**src/rtl/ps2_cmd_decoder.sv**
```systemverilog
// PS/2 scan-code decoder: maps make/break sequences to game commands and queues new presses.
// Latency: the terminating byte sampled at edge N gives cmd_valid/cmd_code and keys_held after edge N.
// Backpressure: FWFT queue popped on cmd_valid & cmd_ready; when full, new commands are dropped and overflow sticks.
module ps2_cmd_decoder #(
  parameter int FIFO_DEPTH      = 4,
  parameter int TIMEOUT_CYC     = 50_000,
  parameter bit REPEAT_SUPPRESS = 1'b1
) (
  input  logic       clk,
  input  logic       reset_n,
  input  logic [7:0] rx_byte,
  input  logic       rx_valid,
  input  logic       cmd_ready,
  output logic       cmd_valid,
  output logic [3:0] cmd_code,
  output logic [8:0] keys_held,
  output logic [4:0] fifo_count,
  output logic       overflow
);

  localparam int AW = $clog2(FIFO_DEPTH);
  localparam int TW = $clog2(TIMEOUT_CYC + 1);

  typedef enum logic [1:0] {S_IDLE, S_EXT, S_BRK, S_EXT_BRK} state_t;

  state_t         state_q, state_d;
  logic [TW-1:0]  tmo_q, tmo_d;
  logic [8:0]     keys_q, keys_d;
  logic [3:0]     mem_q [FIFO_DEPTH];
  logic [AW-1:0]  wr_q, wr_d, rd_q, rd_d;
  logic [4:0]     count_q, count_d, cnt_after_pop;
  logic           valid_q, valid_d;
  logic [3:0]     code_q, code_d;
  logic           ovf_q, ovf_d;

  logic           map_hit, map_arrow;
  logic [3:0]     map_code;
  logic           is_make, is_rel, is_ext, key_ok;
  logic           push_req, push, pop, full;

  // Scan-code to command lookup; arrow keys are the only ones legal after E0
  always_comb begin
    map_hit   = 1'b1;
    map_arrow = 1'b0;
    map_code  = 4'd0;
    case (rx_byte)
      8'h6B: begin map_code = 4'd0; map_arrow = 1'b1; end
      8'h1C: map_code = 4'd0;
      8'h74: begin map_code = 4'd1; map_arrow = 1'b1; end
      8'h23: map_code = 4'd1;
      8'h75: begin map_code = 4'd2; map_arrow = 1'b1; end
      8'h1D: map_code = 4'd2;
      8'h72: begin map_code = 4'd3; map_arrow = 1'b1; end
      8'h1B: map_code = 4'd3;
      8'h29: map_code = 4'd4;
      8'h2D: map_code = 4'd5;
      8'h16: map_code = 4'd6;
      8'h1E: map_code = 4'd7;
      8'h26: map_code = 4'd8;
      default: map_hit = 1'b0;
    endcase
  end

  // Prefix FSM next state, terminating-byte classification and prefix timeout
  always_comb begin
    state_d = state_q;
    tmo_d   = tmo_q;
    is_make = 1'b0;
    is_rel  = 1'b0;
    is_ext  = 1'b0;
    if (rx_valid) begin
      tmo_d = '0;
      case (state_q)
        S_IDLE: begin
          if (rx_byte == 8'hE0)      state_d = S_EXT;
          else if (rx_byte == 8'hF0) state_d = S_BRK;
          else if (rx_byte == 8'h00 || rx_byte == 8'hAA || rx_byte == 8'hEE ||
                   rx_byte == 8'hFA || rx_byte == 8'hFC || rx_byte == 8'hFE ||
                   rx_byte == 8'hFF) state_d = S_IDLE;
          else                       is_make = 1'b1;
        end
        S_EXT: begin
          if (rx_byte == 8'hF0)      state_d = S_EXT_BRK;
          else if (rx_byte != 8'hE0) begin
            is_make = 1'b1;
            is_ext  = 1'b1;
            state_d = S_IDLE;
          end
        end
        S_BRK: begin
          is_rel  = 1'b1;
          state_d = S_IDLE;
        end
        default: begin
          is_rel  = 1'b1;
          is_ext  = 1'b1;
          state_d = S_IDLE;
        end
      endcase
    end else if (state_q != S_IDLE) begin
      // The TIMEOUT_CYC-th consecutive idle edge abandons the prefix
      if (tmo_q == TW'(TIMEOUT_CYC - 1)) begin
        state_d = S_IDLE;
        tmo_d   = '0;
      end else begin
        tmo_d = tmo_q + TW'(1);
      end
    end
  end

  // Key state tracking and queue push/pop bookkeeping
  always_comb begin
    key_ok   = map_hit && (!is_ext || map_arrow);
    push_req = is_make && key_ok && (!keys_q[map_code] || !REPEAT_SUPPRESS);
    keys_d   = keys_q;
    if (is_make && key_ok) keys_d[map_code] = 1'b1;
    if (is_rel && key_ok)  keys_d[map_code] = 1'b0;

    pop     = valid_q && cmd_ready;
    full    = (count_q == 5'(FIFO_DEPTH));
    push    = push_req && (!full || pop);
    ovf_d   = ovf_q || (push_req && full && !pop);
    wr_d    = push ? wr_q + AW'(1) : wr_q;
    rd_d    = pop ? rd_q + AW'(1) : rd_q;
    count_d = count_q + 5'(push) - 5'(pop);
    valid_d = (count_d != 5'd0);

    // Next head: the incoming command if the queue drains to it, else the entry at the new read pointer
    cnt_after_pop = count_q - 5'(pop);
    code_d        = code_q;
    if (cnt_after_pop == 5'd0) begin
      if (push) code_d = map_code;
    end else begin
      code_d = mem_q[rd_d];
    end
  end

  // Control and output registers
  always_ff @(posedge clk or negedge reset_n) begin
    if (!reset_n) begin
      state_q <= S_IDLE;
      tmo_q   <= '0;
      keys_q  <= '0;
      wr_q    <= '0;
      rd_q    <= '0;
      count_q <= '0;
      valid_q <= 1'b0;
      code_q  <= '0;
      ovf_q   <= 1'b0;
    end else begin
      state_q <= state_d;
      tmo_q   <= tmo_d;
      keys_q  <= keys_d;
      wr_q    <= wr_d;
      rd_q    <= rd_d;
      count_q <= count_d;
      valid_q <= valid_d;
      code_q  <= code_d;
      ovf_q   <= ovf_d;
    end
  end

  // Queue storage; contents are only meaningful under the pointers, so no reset
  always_ff @(posedge clk) begin
    if (push) mem_q[wr_q] <= map_code;
  end

  assign cmd_valid  = valid_q;
  assign cmd_code   = code_q;
  assign keys_held  = keys_q;
  assign fifo_count = count_q;
  assign overflow   = ovf_q;

endmodule

```
**config.mk**
```make
export PLATFORM = sky130hd
export DESIGN_NAME = ps2_cmd_decoder
export DESIGN_NICKNAME = d
export VERILOG_FILES = /design/src/rtl/ps2_cmd_decoder.sv
export SDC_FILE = /design/constraint.sdc
export NUM_CORES = 1
export LEC_CHECK = 0
export CAP_MARGIN = 20
export CORE_ASPECT_RATIO = 1.25
export CORE_MARGIN = 5
export CORE_UTILIZATION = 58
export DETAILED_ROUTE_END_ITERATION = 8
export GPL_TIMING_DRIVEN = 0
export PLACE_DENSITY = 0.84
export SLEW_MARGIN = 25
export SYNTH_ARGS = -nofsm -noshare
export SYNTH_HDL_FRONTEND = slang
export SYNTH_SLANG_ARGS = --single-unit
```
**constraint.sdc**
```tcl
create_clock -name clk -period 4.7 [get_ports clk]
set_input_delay 0.47 -clock clk [delete_from_list [all_inputs] [get_ports clk]]
set_output_delay 0.47 -clock clk [all_outputs]
set_load 0.01 [all_outputs]
```
After elaboration in Yosys (flattened, before gate mapping):

Memories as Yosys holds them, arrays and structs flattened.
Cells that the tools add are included.
W data, S select, Z words.

* logic and storage cells: 124
* output and inout port bits: 20
* bits in writable memories: 16
* bits in registers: 42
* memories: 1
* input port bits: 12

* bitwise logic cells: 3
* equality and inequality tests: 29
* multiplexer cells: 37
* order comparisons: 2
* add/sub/neg operators: 6
* reduce and logical (&&, ||, !) cells: 37

Memory list
* mem_q: words 4, bits a word 4, rd ports 1, clocked after Yosys merged registers in 0, write ports 1, RTL line 29 `logic [3:0] mem_q [FIFO_DEPTH];`

Operators with widths (number)
* $eq A8 B8 Y1 const B: 8
* $mux W16: 3
* $eq A8 B5 Y1 const B: 5
* $eq A8 B6 Y1 const B: 4
* $eq A8 B7 Y1 const B: 4
* $pmux W4 S8: 1
* $mux W2: 9
* $mux W9: 2
* $add A16 B1 Y16 const B: 1
* $eq A16 B16 Y1 const B: 1
* $mux W1: 15
* $reduce_or A13 Y1: 1
* $reduce_or A2 Y1: 5
* $sub A5 B1 Y5: 2
* $and A9 B9 Y9: 1
* $logic_and A1 B1 Y1: 9
* $logic_or A1 B1 Y1: 9
* $not A9 Y9: 1
* $or A9 B9 Y9: 1
* $logic_not A8 Y1: 1
* $mux W4: 2
* $ne A8 B8 Y1 const B: 1
* $reduce_bool A2 Y1: 3
* $add A5 B1 Y5: 1
* other kinds (19): 24

Longest topological paths before layout:

Gate-level depths: netlist of run 1.

* depth after elaboration: 18
* mapped depth: 20
* gate-level depth less buffers: 19

Worst setup path after synthesis of run 1:

OpenSTA, ideal clock, no wires.

* kind: input to register
* start: in rx_byte[7]
* end: reg valid_q (netlist: cmd_valid)
* buffers on the path: 1
* required time: 4.554 ns
* slack: 0.509 ns
* arrival: 4.045 ns
* library setup time: 0.146 ns
* cell stages on the path: 19
* cell sequence: buf_4 > or4b_4 > or2_0 > nand3_1 > mux2i_1 > a211oi_2 > nor4_4 > nand2_1 > nand2_1 > ha_1 > inv_1 > fa_1 > nor2_1 > nor2_1 > nor2_1 > nor2_1 > xnor2_1 > nor2_1 > or4b_2

* elaborated cells between the ends (all ways): 58
* classes of those cells: 2 x add/sub; 22 x eq/ne; 14 x mux; 20 x reduce/logical

RTL lines
* start: declaration: RTL line 11 `input logic [7:0] rx_byte,`
* $eq A8 B5 Y1 (tied with other cells): RTL line 46 `case (rx_byte)`
* $reduce_or A2 Y1 (no source line)
* $pmux W4 S8 *: RTL line 46
* via map_code[1]: RTL line 37 `logic [3:0] map_code;`
* $bmux W1 S4 *: RTL line 114 `push_req = is_make && key_ok && (!keys_q[map_code] || !REPEAT_SUPPRESS);`
* $mux W1 (implied by the code) *: RTL line 114
* $logic_not A1 Y1 *: RTL line 114
* $logic_and A1 B1 Y1 *: RTL line 114
* $logic_and A1 B1 Y1 *: RTL line 121 `push = push_req && (!full || pop);`
* $add A5 B1 Y5 *: RTL line 125 `count_d = count_q + 5'(push) - 5'(pop);`
* $sub A5 B1 Y5 *: RTL line 125
* via count_d[4]: RTL line 31 `logic [4:0] count_q, count_d, cnt_after_pop;`
* $reduce_bool A5 Y1 *: RTL line 126 `valid_d = (count_d != 5'd0);`
* via valid_d: RTL line 32 `logic valid_q, valid_d;`
* end signal: assignment: RTL line 157 `valid_q <= valid_d;`
* end: declaration: RTL line 32

The timed path passes the listed nets; every way through them passes the cells marked *. The select of a mux whose other input is x is not followed.
A chain may end at the register's enable or synchronous reset.

Worst setup path after layout of run 1:

Ends and elaborated chain as after synthesis.

==> impl_metrics.json, run 1 <==
{
  "status": "completed",
  "cts.sinks": 58,
  "grt-ovfl-total": 0,
  "dpl_worst_slack_ps": -633,
  "gp_congestion": 0.890,
  "fin_crit_sh_pct": 96.5,
  "diodes": 0,
  "cts_root_buf": "clkbuf_8",
  "crit_top_cell": "nor2_1",
  "drt_wl_total_um": 8200,
  "drc": 0,
  "critPathCapture": "cmd_valid",
  "peakVddDrop_mv": 0.194,
  "p_int_mw": 1.21,
  "cp-end-kind": "register",
  "syn_avg_cell_area_um2": 9.97,
  "slowest_delay_ps": 590,
  "num_rows": 31,
  "cts_tree": "yes",
  "cp_slowest_cell": "or4b_2",
  "grt_pass1_vias": 2838,
  "grt_max_degree": 24,
  "ys.flop_type": "dfrtp_1",
  "start_util_pct": 59.7,
  "clkPwrFrac_pct": 26.9,
  "track_usage_pct": 22.2,
  "r2r_slack_ps": 770,
  "die_h_um": 96.5,
  "worstMarginPinSlew_ps": 731,
  "ys_warn_count": 0,
  "fmax_ghz": 0.221,
  "startpoint_type": "primary input",
  "io_pins": 32,
  "p_sw_mw": 0.609,
  "hold_viol_final": 0,
  "path_clk_slew_ps": 60,
  "synth-seq-cells": 58,
  "wl_per_cell_um": 17.6,
  "crit_fanout": 10,
  "clk_latency_ps": 340,
  "nets": 421,
  "coreArea_um2": 5820,
  "synth_cells": 348,
  "cp-startpoint": "rx_byte[7]",
  "crit_arrival_ps": 4730,
  "crit_type": "in -> reg",
  "clock_skew_ps": 10.6,
  "die_area_um2": 7640,
  "drt-initial-drc-count": 236,
  "ant_nets": 0,
  "cp.buffers_inverters": 3,
  "maxCapViolations": 0,
  "synth_edf_count": 16,
  "finalMaxSlewViolations": 0,
  "finalWorstSetupSlack_ps": 166,
  "seqPwrFrac_pct": 35.9,
  "p_leak_nw": 1.82,
  "synthDistinctLibCells": 67,
  "powerDensity_nw_per_um2": 426,
  "r2r-start": "state_q[1]",
  "crit_chain": "clkdlybuf4s50_1, buf_4, or4b_4, or2_4, nand3_4, mux2i_1, a211oi_4, nor2_1, a21o_1, nand2_1, ha_1, inv_1, fa_1, nor2_1, nor2_1, nor2_1, nor2_1, xnor2_1, nor2_1, or4b_2",
  "io_buffers": 30,
  "area_growth_pct": 23.2,
  "syn-num-nets": 373,
  "drt-pass1-iter-count": 5,
  "synth_area_um2": 3470,
  "ctsLongestPathBuffers": 2,
  "hpwlAfterDp_um": 5690,
  "post-route-min-period_ps": 4530,
  "routed_via_density": 6.32,
  "r2r_cells": 17,
  "setup_viol": 0,
  "r2r-end": "cmd_valid",
  "required_ps": 4900,
  "ys_seq_area_share_pct": 44.1,
  "drive_above_1_share_pct": 16.7,
  "cp_num_cells": 20,
  "antenna_found_initial": 0,
  "async_flop_share_pct": 72.4,
  "grt_pass1_wl_um": 13200,
  "vias": 2950,
  "power_mw": 1.82,
  "slew_headroom_pct": 50.9,
  "critPathTopFamily": "simple AND/OR/NAND/NOR gates",
  "ctsHtreeMaxLevel": 3,
  "switching_share_pct": 33.4,
  "final.fill_count": 391,
  "holdCritPathClass": "in -> async",
  "cts_buffers": 9,
  "combPwrFrac_pct": 37.1,
  "die_w_um": 79.2
}
[synthesized netlist by cell type, types with 2 or more instances]
cell | count | area, µm²
a31oi_1 | 4 | 25.0
nor3_1 | 6 | 30.0
a21oi_1 | 22 | 110
edfxtp_1 | 16 | 480
or4_1 | 3 | 22.5
mux4_2 | 4 | 90.1
xnor2_1 | 10 | 87.6
mux2i_1 | 2 | 20.0
nor2b_1 | 6 | 37.5
nand4_1 | 7 | 43.8
buf_2 | 6 | 30.0
or3_1 | 5 | 31.3
buf_4 | 2 | 15.0
nor4bb_1 | 2 | 20.0
or4b_4 | 2 | 27.5
inv_1 | 18 | 67.6
dfrtp_1 | 42 | 1050
nand3_1 | 9 | 45.0
a211oi_2 | 2 | 25.0
o21ai_0 | 14 | 70.1
and3_1 | 5 | 31.3
o2111a_1 | 2 | 22.5
and4_1 | 2 | 17.5
a22o_1 | 3 | 26.3
nand2b_1 | 6 | 37.5
o2111ai_1 | 2 | 17.5
nor2_1 | 41 | 154
and2_1 | 6 | 37.5
clkbuf_1 | 4 | 15.0
xor2_1 | 9 | 78.8
nor4_1 | 11 | 68.8
ha_1 | 12 | 150
nand2_1 | 28 | 105
and3b_1 | 2 | 17.5
[cells by family after synthesis]
| family | after synthesis | synth area share [%] |
|---|---|---|
| adder cells (fa/ha/maj) | 13 | 4.90 |
| AND/OR/NAND/NOR | 152 | 24.3 |
| multiplexers | 7 | 3.50 |
| flip-flops | 58 | 44.1 |
| buffers and inverters | 31 | 4.00 |
| XOR/XNOR | 19 | 4.79 |
| AO/OA/AOI/OAI | 68 | 14.3 |
[cell usage in the layout, fill, tap and decap left out, drive strengths merged, types with 5 or more instances in the layout]
cell | synthesis | final
clkdlybuf4s50 | 0 | 27
edfxtp | 16 | 16
nor2b | 6 | 6
nor3 | 8 | 8
o21ai | 15 | 15
nor4 | 12 | 12
buf | 9 | 16
nand2b | 6 | 6
inv | 18 | 18
nor2 | 41 | 41
clkbuf | 4 | 15
dfrtp | 42 | 42
nand4 | 7 | 7
and3 | 5 | 5
or3 | 5 | 5
a21oi | 23 | 23
xor2 | 9 | 9
ha | 12 | 12
nand2 | 28 | 28
and2 | 6 | 6
xnor2 | 10 | 10
nand3 | 9 | 9
[metrics by stage]
| stage | TNS (ps) | instances | utilization, % | hold slack, ps | area, µm² |
|---|---|---|---|---|---|
| 2_1_floorplan | 0 | 348 | - | 174 | 3470 |
| 3_3_place_gp | -593 | 444 | 66.2 | 464 | 3850 |
| 3_5_place_dp | -633 | 445 | 66.6 | 463 | 3880 |
| 4_1_cts | 0 | 462 | 70.8 | 104 | 4120 |
| 5_1_grt | -47.4 | 467 | 73.5 | 131 | 4280 |
| 6_report | 0 | 467 | 73.5 | 103 | 4280 |
[layer usage]
| metal | part of all wire (%) | vias to the layer above | track usage [%] |
|---|---|---|---|
| met1 | 41 | 1426 | 26.4 |
| met4 | 2.8 | 0 | 9.74 |
| met5 | 0 | - | 0 |
| li1 | - | 1373 | - |
| met2 | 51 | 126 | 39.1 |
| met3 | 5.4 | 25 | 4.27 |
[flip-flops by register name, summed over array words and instances (netlist names), 2 cells and up]
register / count
cmd_code: 4
fifo_count: 5
mem_q: 16
rd_q: 2
tmo_q: 16
keys_held: 9
wr_q: 2
state_q: 2
[worst min path at each step]
stage,cells after the start,slack [ps],to
2_1_floorplan,0,170,cmd_code[0]
3_3_place_gp,1,460,overflow
3_5_place_dp,1,460,overflow
4_1_cts,1,100,tmo_q[4]
5_1_grt,1,130,tmo_q[4]
6_report,1,100,rd_q[0]
[what timing repair did]
| action | 4_1_cts | 5_1_grt |
|---|---|---|
| resized for setup | 5 | 24 |
| endpoints found under the setup margin | 1 | 1 |
| setup buffers | 1 | 5 |
| hold buffers | 0 | 0 |
| pin swaps | 3 | 5 |
[final cells by class]
| class | count | area (µm²) | share of cell area [%] |
|---|---|---|---|
| timing repair buffer | 37 | 373 | 8.72 |
| buffer | 13 | 76.3 | 1.78 |
| inverter | 18 | 67.6 | 1.58 |
| multi-input combinational | 259 | 1940 | 45.3 |
| clock buffer | 10 | 128 | 2.98 |
| tap | 66 | 82.6 | 1.93 |
| clock inverter | 6 | 81.3 | 1.90 |
| sequential | 58 | 1530 | 35.8 |
[power groups by stage]
stage / logic, mW / registers (mW) / clock network, mW
3_5_place_dp: 0.658 / 0.665 / 0
2_1_floorplan: 0.412 / 0.678 / 0
4_1_cts: 0.671 / 0.656 / 0.494
3_3_place_gp: 0.620 / 0.661 / 0
5_1_grt: 0.745 / 0.667 / 0.517
6_report: 0.677 / 0.655 / 0.491
Note: power is estimated with default switching activity, not from simulation.
==> run 2, diff against run 1 <==
CAP_MARGIN = unset   (was 20)
==> results of run 2 <==
No change in the layout: final DEF, timing and power equal those of run 1.
